$ cat config.mk
export PLATFORM = sky130hd
export DESIGN_NAME = uart_tx_sched
export DESIGN_NICKNAME = d
export VERILOG_FILES = /design/src/rtl/uart_tx_sched_pkg.sv /design/src/rtl/uart_rr_arb.sv /design/src/rtl/uart_tx_sched.sv
export SDC_FILE = /design/constraint.sdc
export NUM_CORES = 1
export LEC_CHECK = 0
export BUFFER_PORTS_ARGS = -buffer_cell sky130_fd_sc_hd__buf_2
export CAP_MARGIN = 40
export CORE_ASPECT_RATIO = 1.75
export CORE_UTILIZATION = 35
export CTS_CLUSTER_DIAMETER = 150
export CTS_CLUSTER_SIZE = 30
export DETAILED_ROUTE_END_ITERATION = 16
export PLACE_DENSITY_LB_ADDON = 0.1
export RECOVER_POWER = 100
export SLEW_MARGIN = 20
export SYNTH_ARGS = -nofsm -noshare
export SYNTH_HDL_FRONTEND = slang
export SYNTH_HIERARCHICAL = 1
export SYNTH_SLANG_ARGS = --single-unit
$ cat constraint.sdc
create_clock -name clk -period 2.6 [get_ports clk]
set_input_delay 0.52 -clock clk [delete_from_list [all_inputs] [get_ports clk]]
set_output_delay 0.52 -clock clk [all_outputs]
set_load 0.02 [all_outputs]
$ cat src/rtl/uart_tx_sched_pkg.sv
// Shared types for the UART transmit scheduler: FSM state encoding,
// header nibble and header-byte helper.
// The HDR state exists only when UART_TX_SCHED_HDR_EN is defined.
package uart_tx_sched_pkg;

   // Upper nibble of the per-packet header byte
   localparam logic [3:0] HDR_NIBBLE = 4'hA;

   typedef enum logic [2:0] {
      IDLE      = 3'd0,
`ifdef UART_TX_SCHED_HDR_EN
      HDR       = 3'd1,
`endif
      LOAD      = 3'd2,
      TRIG      = 3'd3,
      WAIT_BUSY = 3'd4,
      WAIT_DONE = 3'd5
   } state_t;

   // Header byte announcing which requester owns the following packet
   function automatic logic [7:0] hdr_byte(input logic [2:0] id);
      return {HDR_NIBBLE, 1'b0, id};
   endfunction

endpackage

$ cat src/rtl/uart_rr_arb.sv
// Round-robin arbiter: searches the request vector starting one past the
// pointer (the previous winner) and wraps from NUM_REQ-1 back to 0.
// Purely combinational; the caller registers the result.
module uart_rr_arb #(
   parameter int NUM_REQ = 4,
   parameter int ID_W    = $clog2(NUM_REQ)
) (
   input  logic [NUM_REQ-1:0] req,
   input  logic [ID_W-1:0]    ptr,
   output logic [NUM_REQ-1:0] gnt,
   output logic [ID_W-1:0]    gnt_id,
   output logic               gnt_valid
);

   // First requester found at ptr+1, ptr+2, ... (mod NUM_REQ) wins
   always_comb begin
      logic [ID_W:0] cand;
      cand      = '0;
      gnt       = '0;
      gnt_id    = '0;
      gnt_valid = 1'b0;
      for (int i = 1; i <= NUM_REQ; i++) begin
         // ptr + i never exceeds 2*NUM_REQ-1, so one subtraction is a full modulo
         cand = {1'b0, ptr} + (ID_W+1)'(i);
         if (cand >= (ID_W+1)'(NUM_REQ)) begin
            cand = cand - (ID_W+1)'(NUM_REQ);
         end
         if (!gnt_valid && req[cand[ID_W-1:0]]) begin
            gnt_valid               = 1'b1;
            gnt_id                  = cand[ID_W-1:0];
            gnt[cand[ID_W-1:0]]     = 1'b1;
         end
      end
   end

endmodule

$ cat src/rtl/uart_tx_sched.sv
// UART transmit scheduler: arbitrates NUM_REQ byte streams round-robin,
// holds a grant for a whole packet and feeds bytes one at a time to a UART
// transmitter through a trigger / idle handshake.
// Optional build macro UART_TX_SCHED_HDR_EN: prefix each packet with a
// header byte {4'hA, 1'b0, grant[2:0]}.
module uart_tx_sched #(
   parameter int NUM_REQ = 4,
   parameter int ID_W    = $clog2(NUM_REQ)
) (
   input  logic                 clk,
   input  logic                 rstn,
   input  logic [NUM_REQ-1:0]   i_req_valid,
   input  logic [NUM_REQ*8-1:0] i_req_data,
   input  logic [NUM_REQ-1:0]   i_req_last,
   output logic [NUM_REQ-1:0]   o_req_ready,
   output logic                 o_tx_trig,
   output logic [7:0]           o_tx_data,
   input  logic                 i_tx_idle,
   output logic [ID_W-1:0]      o_grant_id,
   output logic                 o_busy
);

   import uart_tx_sched_pkg::*;

   state_t              state;
   logic [NUM_REQ-1:0]  grant_oh;
   logic [ID_W-1:0]     last_grant;
   logic                last_cap;

   logic [NUM_REQ-1:0]  arb_gnt;
   logic [ID_W-1:0]     arb_id;
   logic                arb_valid;

   logic                sel_valid;
   logic [7:0]          sel_data;
   logic                sel_last;

   uart_rr_arb #(
      .NUM_REQ (NUM_REQ),
      .ID_W    (ID_W)
   ) u_arb (
      .req       (i_req_valid),
      .ptr       (last_grant),
      .gnt       (arb_gnt),
      .gnt_id    (arb_id),
      .gnt_valid (arb_valid)
   );

   // Byte lane of the requester that currently owns the link
   assign sel_valid = |(grant_oh & i_req_valid);
   assign sel_data  = i_req_data[{o_grant_id, 3'b000} +: 8];
   assign sel_last  = i_req_last[o_grant_id];

   // Ready follows the granted valid in LOAD so a stalled requester costs
   // nothing; trigger is gated by idle so a running frame is never restarted
   assign o_req_ready = (state == LOAD) ? (grant_oh & i_req_valid) : '0;
   assign o_tx_trig   = (state == TRIG) && i_tx_idle;
   assign o_busy      = (state != IDLE);

   // Packet sequencing: grant, fetch byte, trigger, wait out the frame
   always_ff @(posedge clk or negedge rstn) begin
      if (!rstn) begin
         state      <= IDLE;
         grant_oh   <= '0;
         o_grant_id <= '0;
         last_grant <= ID_W'(NUM_REQ - 1);
         o_tx_data  <= 8'h00;
         last_cap   <= 1'b0;
      end else begin
         case (state)
            IDLE: begin
               if (arb_valid) begin
                  grant_oh   <= arb_gnt;
                  o_grant_id <= arb_id;
`ifdef UART_TX_SCHED_HDR_EN
                  state      <= HDR;
`else
                  state      <= LOAD;
`endif
               end
            end
`ifdef UART_TX_SCHED_HDR_EN
            HDR: begin
               // Header is never the end of a packet, so the payload follows
               o_tx_data <= hdr_byte(3'(o_grant_id));
               last_cap  <= 1'b0;
               state     <= TRIG;
            end
`endif
            LOAD: begin
               // A stalled requester keeps the grant; no filler is sent
               if (sel_valid) begin
                  o_tx_data <= sel_data;
                  last_cap  <= sel_last;
                  state     <= TRIG;
               end
            end
            TRIG: begin
               if (i_tx_idle) begin
                  state <= WAIT_BUSY;
               end
            end
            WAIT_BUSY: begin
               if (!i_tx_idle) begin
                  state <= WAIT_DONE;
               end
            end
            WAIT_DONE: begin
               if (i_tx_idle) begin
                  if (last_cap) begin
                     last_grant <= o_grant_id;
                     state      <= IDLE;
                  end else begin
                     state      <= LOAD;
                  end
               end
            end
            default: state <= IDLE;
         endcase
      end
   end

endmodule

==> metrics.cfg, run 1 <==
[global_routing]
grt_max_degree = 21
grt-ovfl-total = 0
grt_pass1_wl_mm = 6.182
grt.total_usage_pct = 17.40
grt_pass1_vias = 1348
antenna_found_initial = 0

[timing]
finalSetupViolCount = 0
hold_violations = 0
fin_skew_ns = 0.001592
whs_ns = 0.4431
fin_crit_ns = 2.442
tightestPinTransition_ns = 1.095
slew_headroom_pct = 27.02
slew_viol_final = 0
fin_tns_setup_ns = 0
rsz0062_at_grt = no
fmax_mhz = 409.6
fin_crit_sh_pct = 93.91

[layout]
layout.cells.most_common = buf_2
drive_gt1_share_pct = 40.80
final_nets = 253
antenna_cells = 0
area_delta_synth_final_pct = 20.34
final_cell_area_um2 = 1939
post-route-util_pct = 44.03
final_cell_mix = buf_2, clkbuf_1, nand2_1, dfrtp_1, mux2_2

[pwr]
power.leakage_nw = 0.8185
share_comb_of_total_power_pct = 59.5
intPower_mw = 1.240
seqPwrFrac_pct = 29.8
ir_worst_vdd_uv = 558.0
clkPwrFrac_pct = 10.8
switching_share_pct = 43.66
powerDensity_nw_per_um2 = 1135
p_sw_uw = 961.2

[clocking]
cts_buffers = 3
cts_setup_buffers = 0
root_buffer = clkbuf_8
htree_levels = 1
hold_buffers = 0
cts_buffer_depth = 2
cts.repair.resized = 0
path_clk_slew_ns = 0.07
clock_latency_ns = 0.26
cts_tree = built
clock_sinks = 20

[logic_synthesis]
synth.top_cell.area_share_pct = 27.95
syn_area_um2 = 1612
synthXorXnorAreaFrac_pct = 0
ys_warn_count = 6
synth_top_family_by_area = multiplexers
synthSimpleGateAreaFrac_pct = 11.96
synthAdderAreaFrac_pct = 6.211
synth-seq-area-share_pct = 31.21
synthMuxAreaShare_pct = 28.49
syn_inst = 145
synth.distinct_cells = 46
yosysTopAreaCell = dfrtp_1
synth.net_count = 196
ys_ff_latch = 20
avgSynthCellArea_um2 = 11.11
synth_compound_area_share_pct = 17.39
synth.area.top_cells = dfrtp_1, mux4_2, mux2_2, ha_1, nand2_1

[drt]
routed_wl_mm = 4.019
first_iter_violations = 40
wl_per_cell_um = 15.95
firstDrtPassIters = 4
vias = 1420
drc_errors = 0
postRouteAntennaNets = 0
avgViaCountPerCell = 5.635

[setup_path]
worstSetupStartpointType = register
path_max_fanout = 11
end_kind = register
crit_type = reg2reg
cp_data_arrival_time_ns = 2.59
worstPathRequired_ns = 2.75

[placed_design]
place_area_um2 = 1919
hpwl_mm = 3.202
gp_congestion = 0.9317
io_buffers = 58

[die]
start_util_pct = 36.59
io_pins = 59
die_h_um = 91.77
die-width_um = 53.30
die-area_um2 = 4891
fp-row-count = 32
coreArea_um2 = 4404

[flow_run]
max-cap-violations = 0

[worst_hold_path]
min_path_type = in2async

[outcome]
status = completed

[cell usage after synthesis (all sizes together)]
cell type / number
a2bb2oi: 1
a31oi: 1
inv: 6
nor4: 1
a211oi: 2
nand2b: 2
a41oi: 1
nand4b: 1
nor3: 1
o22a: 1
clkbuf: 1
mux2: 17
or3b: 2
ha: 8
a221oi: 2
nand2: 18
o21ai: 7
or3: 1
and2: 1
nor2: 13
dfrtp: 18
a221o: 4
o31a: 1
dfstp: 2
nor2b: 1
a22o: 2
o32ai: 1
o22ai: 3
a21boi: 2
a21oi: 3
mux2i: 3
nand3: 1
o311ai: 1
mux4: 10
buf: 6
[worst max-delay path, cell delays in order (launching register included)]
cell	delay, ns
dfstp_2	0.64
inv_1	0.17
ha_2	0.50
mux2i_4	0.34
o21ai_0	0.14
a221o_1	0.28
mux2_2	0.26
[power by group through the flow]
stage	Clock [mW]	Sequential [mW]	Combinational, mW
2_1_floorplan	0	0.682	1.03
3_3_place_gp	0	0.653	1.34
3_5_place_dp	0	0.665	1.36
4_1_cts	0.245	0.661	1.37
5_1_grt	0.258	0.689	1.42
6_report	0.237	0.656	1.31
[layout make-up]
type                            instances  area, um^2
Fill cell                             439        2465
Multi-Input combinational cell        112        1023
Sequential cell                        20       503.0
Timing Repair Buffer                   59       271.5
Tap cell                               51       63.81
Clock buffer                            4       55.05
Inverter                                6       22.52
[logic make-up (layout without fill, tap and decap cells)]
kind of cell	after synthesis	after routing
buf+inv	13	69
fa+ha+maj	8	8
compound gates	32	32
mux	30	30
simple gates	42	42
flops	20	20
[sequential cells by signal, indices dropped and copies added, names as in the netlist]
| signal | cells |
|---|---|
| o_tx_data | 8 |
| last_grant | 2 |
| o_grant_id | 2 |
| last_cap | 1 |
| state | 3 |
| grant_oh | 4 |
[metal layers]
metal	up-vias	share of wire [%]	global-route usage, %
met2	65	55	31.35
met3	11	5.1	1.658
met1	685	36	18.57
met5	-	0	0
met4	0	3.8	9.430
li1	659	-	-
[path summary, 6_finish.rpt]
check / slack [ns] / depth (start not counted) / startpoint / to
min: 0.44 / 1 / rstn / o_tx_data[5]$_DFFE_PN0P_
max: 0.16 / 6 / last_grant[1]$_DFFE_PN1P_ / grant_oh[3]$_DFFE_PN0P_
max in group asynchronous: 1.50 / 1 / rstn / last_cap$_DFFE_PN0P_
max reg2reg: 0.16 / 6 / last_grant[1]$_DFFE_PN1P_ / grant_oh[3]$_DFFE_PN0P_
min reg2reg: 0.51 / 1 / o_tx_data[3]$_DFFE_PN0P_ / o_tx_data[3]$_DFFE_PN0P_
min in group clk: 0.49 / 2 / i_tx_idle / state[0]$_DFFE_PN0P_
[stage by stage]
step / power, mW / cells / setup WS (ns)
floorplan: 1.710 / 145 / 0.3497
global placement: 1.989 / 248 / 0.2227
detailed placement: 2.026 / 248 / 0.1212
CTS: 2.274 / 252 / 0.09682
global route: 2.363 / 252 / 0.05700
finish: 2.201 / 252 / 0.1584
(Power assumes the default switching activity.)
==> inputs of run 2 (changes only) <==
Settings changed: BUFFER_PORTS_ARGS -buffer_cell sky130_fd_sc_hd__buf_2 to -buffer_cell sky130_fd_sc_hd__buf_4.
==> run 2 against run 1 <==
Combinational power about the same. Global-route usage increased by 0.55 points. Critical path depth stayed put. Wire length grew 2.1%. Non-clock buffer count stayed put.
==> metrics.cfg, run 2 (synthesized netlist as in run 1, its figures left out) <==
[timing]
slew_viol_final = 0  ; unchanged
finalSetupViolCount = 0  ; unchanged
whs_ns = 0.4252  ; was 0.4431 ns
fin_crit_ns = 2.512  ; was 2.442 ns
fmax_mhz = 398.0  ; was 409.6 MHz
tightestPinTransition_ns = 1.059  ; was 1.095 ns
fin_skew_ns = 0.003460  ; was 0.001592 ns
fin_tns_setup_ns = 0  ; unchanged
rsz0062_at_grt = no  ; unchanged
hold_violations = 0  ; unchanged
slew_headroom_pct = 29.39  ; was 27.02%
fin_crit_sh_pct = 96.63  ; was 93.91%

[drt]
avgViaCountPerCell = 5.579  ; was 5.635
firstDrtPassIters = 4  ; unchanged
postRouteAntennaNets = 0  ; unchanged
drc_errors = 0  ; unchanged
vias = 1406  ; was 1420
wl_per_cell_um = 16.28  ; was 15.95 um
routed_wl_mm = 4.103  ; was 4.019 mm
first_iter_violations = 51  ; was 40

[setup_path]
worstSetupStartpointType = register  ; unchanged
regToRegSetupSlack_ns = 0.09  ; was 0.16 ns
worstPathRequired_ns = 2.74  ; was 2.75 ns
worst_path_max_delay_cell = dfstp_2  ; unchanged
path_max_fanout = 11  ; unchanged
critPathMaxStageDelay_ns = 0.64  ; about the same
reg2reg_depth = 6  ; unchanged
crit_type = reg2reg  ; unchanged
cp_data_arrival_time_ns = 2.66  ; was 2.59 ns
r2r_start = last_grant[1]$_DFFE_PN1P_  ; unchanged
crit_chain = inv_1, ha_1, mux2i_4, o21ai_1, a221o_1, mux2_2  ; was inv_1, ha_2, mux2i_4, o21ai_0, a221o_1, mux2_2
r2r_end = grant_oh[1]$_DFFE_PN0P_  ; was grant_oh[3]$_DFFE_PN0P_
end_kind = register  ; unchanged

[clocking]
path_clk_slew_ns = 0.07  ; about the same
clock_latency_ns = 0.26  ; about the same
cts_setup_buffers = 0  ; unchanged
hold_buffers = 0  ; unchanged
htree_levels = 1  ; unchanged
cts_tree = built  ; unchanged
cts.repair.resized = 0  ; unchanged
root_buffer = clkbuf_8  ; unchanged
clock_sinks = 20  ; unchanged
cts_buffer_depth = 2  ; unchanged
cts_buffers = 3  ; unchanged

[global_routing]
grt_max_degree = 21  ; unchanged
grt_pass1_vias = 1482  ; was 1348
grt.total_usage_pct = 17.96  ; was 17.40%
grt_pass1_wl_mm = 6.465  ; was 6.182 mm
antenna_found_initial = 0  ; unchanged
grt-ovfl-total = 0  ; unchanged

[pwr]
switching_share_pct = 43.55  ; was 43.66%
clkPwrFrac_pct = 10.6  ; was 10.8%
p_sw_uw = 968.2  ; was 961.2 uW
intPower_mw = 1.255  ; was 1.240 mW
powerDensity_nw_per_um2 = 1091  ; was 1135 nW/um^2
seqPwrFrac_pct = 29.4  ; was 29.8%
power.leakage_nw = 0.8569  ; was 0.8185 nW
share_comb_of_total_power_pct = 60.0  ; was 59.5%
ir_worst_vdd_uv = 488.6  ; was 558.0 uV

[outcome]
status = completed  ; unchanged

[layout]
final_nets = 253  ; unchanged
drive_gt1_share_pct = 40.80  ; unchanged
top_register = o_tx_data  ; unchanged
top_regs = o_tx_data x8, grant_oh x4, state x3  ; unchanged
layout.cells.most_common = buf_4  ; was buf_2
final_cell_mix = buf_4, nand2_1, dfrtp_1, clkbuf_1, mux2_2  ; was buf_2, clkbuf_1, nand2_1, dfrtp_1, mux2_2
antenna_cells = 0  ; unchanged
area_delta_synth_final_pct = 26.47  ; was 20.34%
largest_reg_flops = 8  ; unchanged
fillerInstances = 454  ; was 439

[die]
io_pins = 59  ; unchanged
die-area_um2 = 4891  ; unchanged
fp-row-count = 32  ; unchanged
start_util_pct = 36.59  ; unchanged
die_h_um = 91.77  ; unchanged
coreArea_um2 = 4404  ; unchanged
die-width_um = 53.30  ; unchanged

[placed_design]
io_buffers = 58  ; unchanged
gp_congestion = 1.008  ; was 0.9317
hpwl_mm = 3.270  ; was 3.202 mm

[flow_run]
max-cap-violations = 0  ; unchanged

[worst_hold_path]
min_path_type = in2async  ; unchanged

[run 2: changes by cell type in the layout (fill, tap and decap cells not counted)]
cell / delta
buf_4: +40
buf_2: -39
o21ai_0: -4
o21ai_1: +4
clkbuf_1: -1
ha_1: +1
ha_2: -1
[run 2: cell type report]
type | instances | area [um^2] | area share [%]
clock buffer | 4 | 55.05 | 2.701
timing repair buffer | 59 | 372.9 | 18.29
tap | 51 | 63.81 | 3.131
multi-input combinational | 112 | 1021 | 50.09
inverter | 6 | 22.52 | 1.105
sequential | 20 | 503.0 | 24.68
[run 2: critical path: cells and delay by family (launching register included)]
family	cells	cell delay [ns]
muxes	2	0.64
DFF	1	0.64
adders and majority gates	1	0.55
AOI/OAI and AO/OA	2	0.39
buffers and inverters	1	0.17
[run 2: worst max path at each step]
| stage | start | end | slack (ns) |
|---|---|---|---|
| 3_5_place_dp | last_grant[1]$_DFFE_PN1P_ | grant_oh[1]$_DFFE_PN0P_ | 0.15 |
| 5_1_grt | last_grant[1]$_DFFE_PN1P_ | grant_oh[3]$_DFFE_PN0P_ | 0.005 |
| 3_3_place_gp | last_grant[1]$_DFFE_PN1P_ | grant_oh[0]$_DFFE_PN0P_ | 0.23 |
| 2_1_floorplan | last_grant[0]$_DFFE_PN1P_ | grant_oh[0]$_DFFE_PN0P_ | 0.35 |
| 4_1_cts | last_grant[1]$_DFFE_PN1P_ | grant_oh[1]$_DFFE_PN0P_ | 0.13 |
| 6_report | last_grant[1]$_DFFE_PN1P_ | grant_oh[1]$_DFFE_PN0P_ | 0.09 |
[run 2: power groups by stage]
stage / combinational [mW] / sequential, mW / clock [mW]
3_3_place_gp: 1.41 / 0.657 / 0
3_5_place_dp: 1.44 / 0.670 / 0
2_1_floorplan: 1.03 / 0.682 / 0
6_report: 1.33 / 0.654 / 0.235
4_1_cts: 1.45 / 0.665 / 0.244
5_1_grt: 1.43 / 0.698 / 0.253
[run 2: metrics by stage]
step           instances  utilization, %  power (mW)  instance area [um^2]  setup slack, ns
2_1_floorplan        145               -       1.710                  1612           0.3497
3_3_place_gp         248           46.88       2.069                  2064           0.2313
3_5_place_dp         248           46.88       2.109                  2064           0.1518
5_1_grt              252           46.28       2.380                  2038         0.005411
4_1_cts              252           48.13       2.357                  2120           0.1254
6_report             252           46.28       2.223                  2038          0.08751
[run 2: metal layers]
layer / share of wire (%) / track usage (%)
met5: 0 / 0
met3: 4.0 / 1.327
met2: 57 / 32.60
met4: 2.8 / 10.09
met1: 36 / 18.98
==> inputs of run 3 (changes only) <==
Settings changed: ABC_AREA from default to 1.
==> run 3 against run 2 <==
Cell count increased by 36%. Clock skew increased by 0.0040 ns. Synthesized cell count increased by 61%. Via count increased by 24%.
==> metrics.cfg, run 3 <==
[layout]
fillerInstances = 515  ; was 454
area_delta_synth_final_pct = 25.91  ; was 26.47%
regArea_um2 = 503.0  ; unchanged
final_cell_area_um2 = 2152  ; was 2038 um^2
multi_input_area_um2 = 1082  ; was 1021 um^2
largest_reg_flops = 8  ; unchanged
top_register = o_tx_data  ; unchanged
final_nets = 342  ; was 253
top_regs = o_tx_data x8, grant_oh x4, state x3  ; unchanged
antenna_cells = 0  ; unchanged
drive_gt1_share_pct = 26.21  ; was 40.80%
layout.cells.most_common = nand2_1  ; was buf_4
final_cell_mix = nand2_1, buf_4, nor2_1  ; was buf_4, nand2_1, dfrtp_1, clkbuf_1, mux2_2
final_cells = 342  ; was 252

[clocking]
htree_levels = 1  ; unchanged
cts_tree = built  ; unchanged
clock_latency_ns = 0.25  ; was 0.26 ns
cts_setup_buffers = 0  ; unchanged
cts.repair.resized = 0  ; unchanged
path_clk_slew_ns = 0.07  ; about the same
root_buffer = clkbuf_8  ; unchanged
cts_buffer_depth = 2  ; unchanged
cts_buffers = 3  ; unchanged
clock_sinks = 20  ; unchanged
hold_buffers = 0  ; unchanged

[global_routing]
grt_max_degree = 21  ; unchanged
grt.total_usage_pct = 19.26  ; was 17.96%
grt-ovfl-total = 0  ; unchanged
antenna_found_initial = 0  ; unchanged
grt_pass1_wl_mm = 7.293  ; was 6.465 mm
grt_pass1_vias = 1650  ; was 1482

[timing]
fin_tns_setup_ns = 0  ; unchanged
slew_viol_final = 0  ; unchanged
fin_skew_ns = 0.007463  ; was 0.003460 ns
rsz0062_at_grt = no  ; unchanged
slew_headroom_pct = 28.36  ; was 29.39%
hold_violations = 0  ; unchanged
tightestPinTransition_ns = 1.075  ; was 1.059 ns
finalSetupViolCount = 0  ; unchanged
fin_crit_ns = 2.267  ; was 2.512 ns
fin_crit_sh_pct = 87.20  ; was 96.63%
fmax_mhz = 441.1  ; was 398.0 MHz

[logic_synthesis]
synth.area.top_cells = dfrtp_1, nand2_1, nor2_1, o21ai_1, ha_1  ; was dfrtp_1, mux4_2, mux2_2, ha_1, nand2_1
avgSynthCellArea_um2 = 7.304  ; was 11.11 um^2
synth_flop_cell = dfrtp_1  ; unchanged
synth.net_count = 285  ; was 196
synth.distinct_cells = 32  ; was 46
synth.top_cell.area_share_pct = 26.35  ; was 27.95%
synthArstFlopShare_pct = 100.0  ; unchanged
syn_inst = 234  ; was 145
post-synth-top-count-cell = nand2_1
syn_area_um2 = 1709  ; was 1612 um^2
synth-edff-count = 0  ; unchanged
yosysTopAreaCell = dfrtp_1  ; unchanged
synth-seq-area-share_pct = 29.43  ; was 31.21%
ys_ff_latch = 20  ; unchanged
ys_warn_count = 6  ; unchanged
synth_common_cells = nand2_1, nor2_1, o21ai_1  ; was dfrtp_1, nand2_1, mux2_2

[placed_design]
hpwl_mm = 3.793  ; was 3.270 mm
io_buffers = 58  ; unchanged
place_area_um2 = 2175  ; was 2064 um^2
dp.cells = 338  ; was 248
gp_congestion = 0.9362  ; was 1.008

[setup_path]
worstSetupStartpointType = register  ; unchanged
crit_type = reg2out  ; was reg2reg
critPathMaxStageDelay_ns = 0.44  ; was 0.64 ns
crit_chain = nor2_1, nand2_2, nor2_1, buf_4  ; was inv_1, ha_1, mux2i_4, o21ai_1, a221o_1, mux2_2
worstPathRequired_ns = 2.08  ; was 2.74 ns
crit_buf_inv = 1  ; unchanged
end_kind = output port  ; was register
cp_data_arrival_time_ns = 1.75  ; was 2.66 ns
crit_top_cell = nor2_1
path_max_fanout = 15  ; was 11
worst_path_max_delay_cell = dfrtp_1  ; was dfstp_2
cp_top_family = simple AND/OR/NAND/NOR gates  ; was flip-flops

[die]
die-area_um2 = 5178  ; was 4891 um^2
io_pins = 59  ; unchanged
start_util_pct = 36.31  ; was 36.59%
die_h_um = 94.44  ; was 91.77 um
die-width_um = 54.83  ; was 53.30 um
coreArea_um2 = 4707  ; was 4404 um^2
fp-row-count = 33  ; was 32

[drt]
vias = 1746  ; was 1406
wl_per_cell_um = 13.58  ; was 16.28 um
drc_errors = 0  ; unchanged
firstDrtPassIters = 4  ; unchanged
first_iter_violations = 44  ; was 51
routed_wl_mm = 4.645  ; was 4.103 mm
avgViaCountPerCell = 5.105  ; was 5.579
postRouteAntennaNets = 0  ; unchanged

[worst_hold_path]
min_path_type = in2async  ; unchanged

[pwr]
p_total_mw = 2.617  ; was 2.223 mW
power.leakage_nw = 1.097  ; was 0.8569 nW
ir_worst_vdd_uv = 744.6  ; was 488.6 uV
powerDensity_nw_per_um2 = 1216  ; was 1091 nW/um^2

[flow_run]
max-cap-violations = 0  ; unchanged

[outcome]
status = completed  ; unchanged

==> run 3: worst reg2reg max path, stage by stage (launching register included) <==
cell	delay [ns]
dfstp_1	0.72
inv_2	0.17
ha_1	0.37
inv_1	0.12
nand2_2	0.10
nand2_1	0.11
nor2_2	0.07
a21oi_1	0.14
nand3_1	0.09
mux2_4	0.27
==> run 3: layout make-up <==
cell class / instances / area share, %
Clock buffer: 4 / 2.093
Inverter: 17 / 3.081
Multi-Input combinational cell: 191 / 50.29
Sequential cell: 20 / 23.37
Tap cell: 52 / 3.023
Timing Repair Buffer: 58 / 18.14
==> run 3: report_power, final <==
part,internal [mW],switching (mW),total [mW],leakage (nW)
sequential,0.463,0.173,0.636,0.245
combinational,0.644,1.13,1.78,0.829
clock,0.109,0.0942,0.203,0.0228
==> run 3: path summary, 6_finish.rpt <==
kind	start	to	slack, ns	cells past startpoint
min in group clk	o_tx_data[7]$_DFFE_PN0P_	o_tx_data[7]$_DFFE_PN0P_	0.49	2
min	rstn	grant_oh[2]$_DFFE_PN0P_	0.44	1
max reg2reg	last_grant[0]$_DFFE_PN1P_	grant_oh[0]$_DFFE_PN0P_	0.34	9
max in group asynchronous	rstn	state[2]$_DFFE_PN0P_	1.51	1
min reg2reg	o_tx_data[7]$_DFFE_PN0P_	o_tx_data[7]$_DFFE_PN0P_	0.49	2
max	state[2]$_DFFE_PN0P_	o_req_ready[1]	0.33	4
==> run 3: metrics by stage <==
stage | worst slack, ns | hold WS [ns] | utilization, %
finish | 0.3329 | 0.4355 | 45.72
floorplan | 0.6868 | 0.2244 | -
global route | 0.1876 | 0.5349 | 45.72
global placement | 0.5686 | 0.4106 | 46.20
detailed placement | 0.5069 | 0.4186 | 46.20
CTS | 0.5159 | 0.1337 | 47.16
==> run 3: routing by layer <==
metal  part of all wire [%]  GRT usage [%]  wire length (um)
met2                     54          37.05              2528
met3                    5.0         0.9662               232
met4                    2.9          8.974               134
met1                     38          19.32              1750
met5                      0              0                 0
==> run 3: logic make-up (layout without fill, tap and decap cells) <==
logic type	after synthesis	after routing	synth area share, %
compound gates	52	52	17.20
fa+ha+maj	8	8	5.857
buf+inv	23	79	5.930
flops	20	20	29.43
mux	4	4	3.514
simple gates	127	127	38.07
